<file path="config.mk">
export PLATFORM = sky130hd
export DESIGN_NAME = io_irq_ctrl
export DESIGN_NICKNAME = d
export VERILOG_FILES = /design/src/rtl/io_irq_pkg.sv /design/src/rtl/io_edge_det.sv /design/src/rtl/io_irq_ctrl.sv
export SDC_FILE = /design/constraint.sdc
export NUM_CORES = 1
export LEC_CHECK = 0
export CELL_PAD_IN_SITES_DETAIL_PLACEMENT = 0
export CELL_PAD_IN_SITES_GLOBAL_PLACEMENT = 1
export CORE_MARGIN = 2
export CORE_UTILIZATION = 47
export DETAILED_ROUTE_END_ITERATION = 10
export DONT_BUFFER_PORTS = 1
export HOLD_SLACK_MARGIN = 0.03
export PLACE_DENSITY = 0.79
export RECOVER_POWER = 100
export SKIP_LAST_GASP = 1
export SLEW_MARGIN = 20
export SYNTH_ARGS = -nofsm -noshare
export SYNTH_HDL_FRONTEND = slang
export SYNTH_SLANG_ARGS = --single-unit
</file>
<file path="constraint.sdc">
create_clock -name ACLK -period 1.67 [get_ports ACLK]
set_input_delay 0.334 -clock ACLK [delete_from_list [all_inputs] [get_ports ACLK]]
set_output_delay 0.334 -clock ACLK [all_outputs]
set_load 0.01 [all_outputs]
</file>
<file path="src/rtl/io_irq_pkg.sv">
// Shared defaults and ID encoding for the board I/O interrupt controller.
package io_irq_pkg;

  localparam int unsigned N_SW_DEF  = 8;
  localparam int unsigned N_BTN_DEF = 5;
  localparam int unsigned IRQ_ID_W  = 4;

  localparam logic [IRQ_ID_W-1:0] IRQ_ID_NONE = 4'hF;

endpackage

</file>
<file path="src/rtl/io_edge_det.sv">
// Multi-stage synchroniser with previous-value flop and rise/fall detection,
// gated off until the pipeline has loaded after reset.
module io_edge_det #(
  parameter int unsigned WIDTH       = 1,
  parameter int unsigned SYNC_STAGES = 2
) (
  input  logic             ACLK,
  input  logic             ARESETn,
  input  logic [WIDTH-1:0] din,
  output logic [WIDTH-1:0] rise,
  output logic [WIDTH-1:0] fall
);

  localparam int unsigned WARM  = SYNC_STAGES + 1;
  localparam int unsigned CNT_W = $clog2(WARM + 1);

  logic [WIDTH-1:0] sync_q [SYNC_STAGES];
  logic [WIDTH-1:0] prev_q;
  logic [WIDTH-1:0] sync_out;
  logic [CNT_W-1:0] warm_cnt;
  logic             ready;

  assign sync_out = sync_q[SYNC_STAGES-1];
  assign ready    = (warm_cnt == CNT_W'(WARM));

  always_ff @(posedge ACLK or negedge ARESETn) begin
    if (!ARESETn) begin
      for (int unsigned i = 0; i < SYNC_STAGES; i++) sync_q[i] <= '0;
      prev_q   <= '0;
      warm_cnt <= '0;
    end else begin
      sync_q[0] <= din;
      for (int unsigned i = 1; i < SYNC_STAGES; i++) sync_q[i] <= sync_q[i-1];
      prev_q <= sync_out;
      if (!ready) warm_cnt <= warm_cnt + 1'b1;
    end
  end

  // Lines held high through reset look like a rise until prev_q has loaded.
  always_comb begin
    rise = '0;
    fall = '0;
    if (ready) begin
      rise = sync_out & ~prev_q;
      fall = ~sync_out & prev_q;
    end
  end

endmodule

</file>
<file path="src/rtl/io_irq_ctrl.sv">
// Switch/button interrupt controller: sticky per-source pending status,
// masked priority encode to a source ID, and a level or pulse PS interrupt.
module io_irq_ctrl
  import io_irq_pkg::*;
#(
  parameter int unsigned N_SW        = N_SW_DEF,
  parameter int unsigned N_BTN       = N_BTN_DEF,
  parameter int unsigned SYNC_STAGES = 2,
  parameter bit          IRQ_LEVEL   = 1'b1
) (
  input  logic                ACLK,
  input  logic                ARESETn,
  input  logic [N_SW-1:0]     switch,
  input  logic [N_BTN-1:0]    button,
  input  logic [N_SW-1:0]     int_switch_ena,
  input  logic [N_BTN-1:0]    int_button_ena,
  input  logic [N_SW-1:0]     int_switch_clr,
  input  logic [N_BTN-1:0]    int_button_clr,
  input  logic [N_BTN-1:0]    button_posedge,
  input  logic [N_BTN-1:0]    button_negedge,
  output logic [N_SW-1:0]     int_switch_sts,
  output logic [N_BTN-1:0]    int_button_sts,
  output logic                irq,
  output logic [IRQ_ID_W-1:0] irq_id
);

  localparam int unsigned N_SRC = N_SW + N_BTN;

  logic [N_SW-1:0]     sw_rise, sw_fall, sw_evt;
  logic [N_BTN-1:0]    btn_rise, btn_fall, btn_evt;
  logic [N_SRC-1:0]    sts_all, masked;
  logic [IRQ_ID_W-1:0] id_next;
  logic                irq_next;

  io_edge_det #(.WIDTH(N_SW), .SYNC_STAGES(SYNC_STAGES)) u_sw_det (
    .ACLK    (ACLK),
    .ARESETn (ARESETn),
    .din     (switch),
    .rise    (sw_rise),
    .fall    (sw_fall)
  );

  io_edge_det #(.WIDTH(N_BTN), .SYNC_STAGES(SYNC_STAGES)) u_btn_det (
    .ACLK    (ACLK),
    .ARESETn (ARESETn),
    .din     (button),
    .rise    (btn_rise),
    .fall    (btn_fall)
  );

  assign sw_evt  = sw_rise | sw_fall;
  assign btn_evt = (btn_rise & button_posedge) | (btn_fall & button_negedge);

  assign sts_all = {int_button_sts, int_switch_sts};
  assign masked  = {int_button_sts & int_button_ena, int_switch_sts & int_switch_ena};

  // Set term is OR-ed after the clear so a same-edge event is never lost.
  always_ff @(posedge ACLK or negedge ARESETn) begin
    if (!ARESETn) begin
      int_switch_sts <= '0;
      int_button_sts <= '0;
    end else begin
      int_switch_sts <= (int_switch_sts & ~int_switch_clr) | (sw_evt & int_switch_ena);
      int_button_sts <= (int_button_sts & ~int_button_clr) | (btn_evt & int_button_ena);
    end
  end

  always_comb begin
    id_next = IRQ_ID_NONE;
    for (int unsigned i = N_SRC; i > 0; i--) begin
      if (masked[i-1]) id_next = IRQ_ID_W'(i - 1);
    end
  end

  if (IRQ_LEVEL) begin : g_level
    assign irq_next = |masked;
  end else begin : g_pulse
    logic [N_SRC-1:0] sts_d;
    always_ff @(posedge ACLK or negedge ARESETn) begin
      if (!ARESETn) sts_d <= '0;
      else          sts_d <= sts_all;
    end
    assign irq_next = |(sts_all & ~sts_d);
  end

  always_ff @(posedge ACLK or negedge ARESETn) begin
    if (!ARESETn) begin
      irq    <= 1'b0;
      irq_id <= IRQ_ID_NONE;
    end else begin
      irq    <= irq_next;
      irq_id <= id_next;
    end
  end

endmodule

</file>
======== Word level (Yosys, flattened, before mapping) ========
Cells that the tools add are included.
cells by class
  bitwise operators ....................... 22
  $add $sub $neg .......................... 2
  reduce and logical (&&, ||, !) cells .... 1
  shifts and indexed selects .............. 0
  equal/unequal tests ..................... 2
  div/mod/pow operators ................... 0
  multipliers ............................. 0
  mux-type cells .......................... 17
  $lt $le $gt $ge ......................... 0
operators with widths
  cell                                                            number
  8-bit bitwise AND                                               5
  4-bit two-way mux                                               10
  5-bit bitwise AND                                               7
  8-bit inverter                                                  3
  8-bit two-way mux                                               2
  8-bit OR                                                        2
  5-bit inverter                                                  3
  13-bit OR reduction                                             1
  5-bit two-way mux                                               2
  5-bit OR                                                        2
  3-bit two-way mux                                               2
  2-bit by 1-bit adder with 2-bit output (second input constant)  2
  2-bit == test (second input constant)                           2
  2-bit two-way mux                                               1
word-level totals
  output and inout port bits .............. 18
  input port bits ......................... 51
  logic and storage cells ................. 56
  memories ................................ 0
  flip-flop bits (word level) ............. 61
  memory bits (read-only) ................. 0
  RAM bits ................................ 0
  bits in latches ......................... 0

======== Longest topological paths before layout ========
  depth in word-level cells ............... 14
  depth in mapped cells ................... 4
  mapped depth without buffers ............ 4

======== Hierarchy ========
Synthesis repeated with hierarchy kept, for this count alone.
second synthesis, totals
  cells, all modules ...................... 173
  area, all modules ....................... 2289.7 um^2
by module, submodules not included
  module                   cells each  times used  sequential area each (um^2)  area an instance (um^2)
  io_irq_ctrl              95          1           455.4                        873.3
  io_edge_det (u_sw_det)   47          1           650.6                        854.6
  io_edge_det (u_btn_det)  31          1           425.4                        561.8

======== Worst setup path before layout ========
Ideal clock, no wire load.
  kind .................................... reg-to-reg
  from .................................... register int_switch_sts[3]
  to ...................................... register irq
  arrival ................................. 1.128 ns
  library setup time ...................... 0.129 ns
  cell stages (with the launch flop) ...... 4
  slack ................................... 0.413 ns
  clock period less this slack ............ 1.257 ns
  path buffers ............................ 0
  data required time ...................... 1.541 ns
  cell sequence ........................... dfrtp_1 -> a22oi_1 -> nand3_1 -> a2111o_1
between the ends
  cells in the longest elaborated chain, start to end .. 2
RTL lines
  what                    line               RTL
  from (decl)             io_irq_ctrl.sv:21  output logic [N_SW-1:0] int_switch_sts,
  from (signal assigned)  io_irq_ctrl.sv:63  int_switch_sts <= (int_switch_sts & ~int_switch_clr) | (sw_evt & int_switch_ena);
  8-bit bitwise AND       io_irq_ctrl.sv:55  assign masked = {int_button_sts & int_button_ena, int_switch_sts & int_switch_ena};
  13-bit OR reduction     io_irq_ctrl.sv:76  assign irq_next = |masked;
  via irq_next            io_irq_ctrl.sv:33  logic irq_next;
  to (signal assigned)    io_irq_ctrl.sv:91  irq <= irq_next;
  to (decl)               io_irq_ctrl.sv:23  output logic irq,
The timed path passes the listed nets, and every way through them passes these cells.
A chain may end at the register's enable or synchronous reset.

======== Final worst setup path ========
Same ends and word-level chain as after synthesis.

==> results list <==
- R2R cell count: 3
- The region available for standard cell placement spans 0.00435 mm².
- The critical path is of the flop to flop type.
* Detail-routed via count per cell: ~5.3
- End of the worst register-to-register path: irq$_DFF_PN0_
- Kind of cell with the highest combined delay on the critical path: compound AO/OA/AOI/OAI gates
- Once the clock tree was built, the resizer swapped 0 gates to a different size.
- The startpoint identified for the worst register-to-register timing path is int_switch_sts[3]$_DFF_PN0_.
* Total GRT Usage: 17.3%
- Height of the die: 71.2 µm
- Routed met3 length: just under 300 µm
* Slew Viols, Final: 0
- The clock period could shrink to roughly 1.4 ns.
- Maximum level of the CTS H-tree: 3
- Overall power consumption: 3.30 mW
* Port bufs: 0
- In the final timing run, aggregate negative setup slack is 0 ns.
* Final-layout fill cell count: 365
* Critical-path maximum fanout: 4
- The clock net in this run drives a total of 61 sinks.
* DR WL met2: 1890 µm
- Max incr delay on CP: 0.45 ns
- In this run the deepest clock path goes through 2 buffers.
* Required time at the endpoint of the critical path: between 1.5 and 2 ns
- Hold violation count in the final report: 61
- Compared with the post-synthesis result, the final layout area differs by 19.4%.
- The detailed router finished its first iteration with between 90 and 100 violations.
- Net switching share of the total power: 21.5%
* Antenna-violating nets left: 0
* Power density over the cells: 1300 mW/mm²
* Most frequent standard cell in the layout excluding fill and tap cells: sky130_fd_sc_hd__dfrtp_1
* Sum of net half-perimeters after detailed placement: 2740 µm
* Number of global-route vias before repair: 1,346
- During synthesis, Yosys emitted a total of 0 warnings.
* CTS Hold Buffers Added: 13
* Last weighted congestion value of the routability-driven placer: about 0.72
- The critical path goes through a22oi_1 > nand3_1 > a2111o_1.
* Max-Slew Margin vs Limit: 73.9%
- The clock arrives with about 0.0034 ns of skew.
* Number of nets produced by synthesis: 217
- Portion of total power attributed to the clock network: 43.9%
- Mapped Area: 0.00212 mm²
- Clock-pin slew was measured on the worst setup and hold paths at 0.07 ns.
- Across all register-to-register paths, the minimum setup slack is 0.25 ns.
* Cell with the largest stage delay on the worst path: sky130_fd_sc_hd__dfrtp_1
* Met1 wire length: about 1600 µm
* Clock tree from TritonCTS: yes
- Die X-Extent: approximately 70 µm
- Worst Setup End Kind: flop
- Setup violations remaining at the end of the flow were counted as 0.
- Combinational group share of total power: about 4.9%
- The number of antenna violations at the first check in global routing is 0.
* Number of placement rows: 24
- The first TritonRoute pass finished after 5 iterations.
- Uppermost layer routed: met4
* First-pass GRT wire length: about 6500 µm
- Leak Pwr: roughly 1.1 nW
- After detailed routing, the number of remaining DRC violations is 0.
- The detailed router placed ~1,300 vias in this run.
- The total overflow left after global routing is 0.
- Clock tree synthesis inserted a total of 9 buffers.
- Together, buffers and inverters on the worst path number 0.
* Proportion of synthesized chip area in sequential cells: 72.1%
- Post-synthesis instance total: 164
- Status: complete, but fails checks
* Fin Hold WS: -0.301 ns
- The checks that failed: hold timing.
* Routed wire length: 3890 µm
- Critical Path Start Type: flop
- Once layout is complete, the utilization of the core stands at 58.2%.
- Die outline area: approximately 0.0051 mm²
* Antenna fix cells: 0
- The post-route netlist has between 8 and 9% of its cells at a drive strength greater than 1.
- Summed over all nets, the switching power comes to 0.712 mW.
- Synthesis instantiated 26 different standard cells from the library.
- Routed wirelength normalized by instance count: 16.0 µm
- Crit path arrival time: roughly 1.6 ns
- Sequential share of power: about half
* Max IR drop VDD: 0.000921 V
- The final layout contains 239 nets.
- Internal power: between 2 and 3 mW
- Static timing analysis puts the maximum clock frequency at just over 700 MHz.
- Slew @ Worst Pin: 0.392 ns
- During I/O placement, the number of pins put on the boundary was 69.
* Commonest cells after routing, fill and taps aside: sky130_fd_sc_hd__dfrtp_1, sky130_fd_sc_hd__o21ai_0, sky130_fd_sc_hd__nand2_1
- CTS root buffer: sky130_fd_sc_hd__clkbuf_8
* Max Cap Violations: 0
- In this run, synthesis produced a sequential element count of just over 60.
- RSZ-0062 raised after global routing: no
* Maximum number of pins on one net before global-route repair: 62
- Clock latency on the worst-skew pair: 0.32 ns
- Min-Delay Path Class: primary input to asynchronous set/reset pin
* Avg Cell Area, Syn: 13.0 µm²
- After layout, the worst path uses between 80% and 90% of the clock period.
* Initial core utilization: 48.8%
state kept, by name, indices dropped and copies added, names as in the netlist:
name                count
int_switch_sts          8
u_sw_det.prev_q         8
u_sw_det.sync_out       8
u_sw_det.sync_q         8
int_button_sts          5
u_btn_det.prev_q        5
u_btn_det.sync_out      5
u_btn_det.sync_q        5
irq_id                  4
u_btn_det.warm_cnt      2
u_sw_det.warm_cnt       2
irq                     1
kinds of logic (layout without fill, tap and decap cells):
group,after synthesis,in the layout,share of synthesized area (%)
adder cells (fa/ha/maj),2,2,1.18
AND/OR/NAND/NOR,43,43,9.72
buffers and inverters,15,42,2.71
flip-flops,61,61,72.1
XOR/XNOR,10,10,4.12
AO/OA/AOI/OAI,31,31,9.13
multiplexers,2,2,1.06
worst reg2reg max path, cell delays in order, from the launching register on:
cell,delay [ns]
sky130_fd_sc_hd__dfrtp_1,0.45
sky130_fd_sc_hd__a22oi_1,0.27
sky130_fd_sc_hd__nand3_1,0.17
sky130_fd_sc_hd__a2111o_1,0.41
how the worst max path moves through the flow:
stage / from / end / slack [ns] / cells past startpoint
floorplan: int_switch_sts[3]$_DFF_PN0_ / irq$_DFF_PN0_ / 0.41 / 3
global placement: int_switch_sts[3]$_DFF_PN0_ / irq$_DFF_PN0_ / 0.32 / 3
detailed placement: int_switch_sts[3]$_DFF_PN0_ / irq$_DFF_PN0_ / 0.27 / 3
CTS: int_switch_sts[3]$_DFF_PN0_ / irq$_DFF_PN0_ / 0.25 / 3
global route: int_switch_sts[3]$_DFF_PN0_ / irq$_DFF_PN0_ / 0.16 / 3
finish: int_switch_sts[3]$_DFF_PN0_ / irq$_DFF_PN0_ / 0.25 / 3
layout make-up:
class	instances	area, µm²	area share [%]
clock inverter	4	70.1	2.76
clock buffer	12	155	6.12
multi-input combinational	88	536	21.1
timing repair buffer	13	130	5.13
inverter	13	48.8	1.92
tap	52	65.1	2.57
sequential	61	1530	60.4
synthesized netlist by cell type, drive strengths merged:
cell,count,area (µm²)
a2111o,1,11.3
a21oi,1,5.00
a222oi,1,10.0
a22o,1,8.76
a22oi,2,15.0
a31oi,1,6.26
a32o,1,10.0
a41oi,2,17.5
and2,1,6.26
buf,1,5.00
clkbuf,1,3.75
dfrtp,57,1430
dfstp,4,105
ha,2,25.0
inv,13,48.8
mux2,2,22.5
nand2,18,67.6
nand3,17,85.1
nand3b,5,37.5
nand4,1,6.26
nor2,1,3.75
o211ai,1,7.51
o21ai,19,95.1
o31ai,1,7.51
xnor2,2,17.5
xor2,8,70.1
layer usage:
layer  GRT usage [%]  up-vias
met2            25.2       48
met3            6.75        9
li1                -      605
met1            21.8      632
met4            10.9        0
met5               0        -
stage by stage:
step	hold slack, ns	setup slack (ns)	area (µm²)	instances
after CTS	-0.317	0.253	2540	243
after floorplan	0.0384	0.413	2120	164
after detailed placement	0.0398	0.274	2180	214
after global routing	-0.329	0.161	2540	243
after global placement	0.0396	0.318	2180	214
final	-0.301	0.254	2540	243
what timing repair did:
action	CTS	global route
hold endpoints to repair	74	61
endpoints found under the setup margin	0	0
setup buffers	0	0
power groups by stage:
| stage | combinational (mW) | clock (mW) | sequential [mW] |
|---|---|---|---|
| detailed placement | 0.138 | 0 | 1.73 |
| finish | 0.163 | 1.45 | 1.69 |
| floorplan | 0.113 | 0 | 1.70 |
| CTS | 0.163 | 1.48 | 1.70 |
| global placement | 0.133 | 0 | 1.72 |
| global route | 0.186 | 1.57 | 1.71 |
Power figures use the tool's default switching activity.
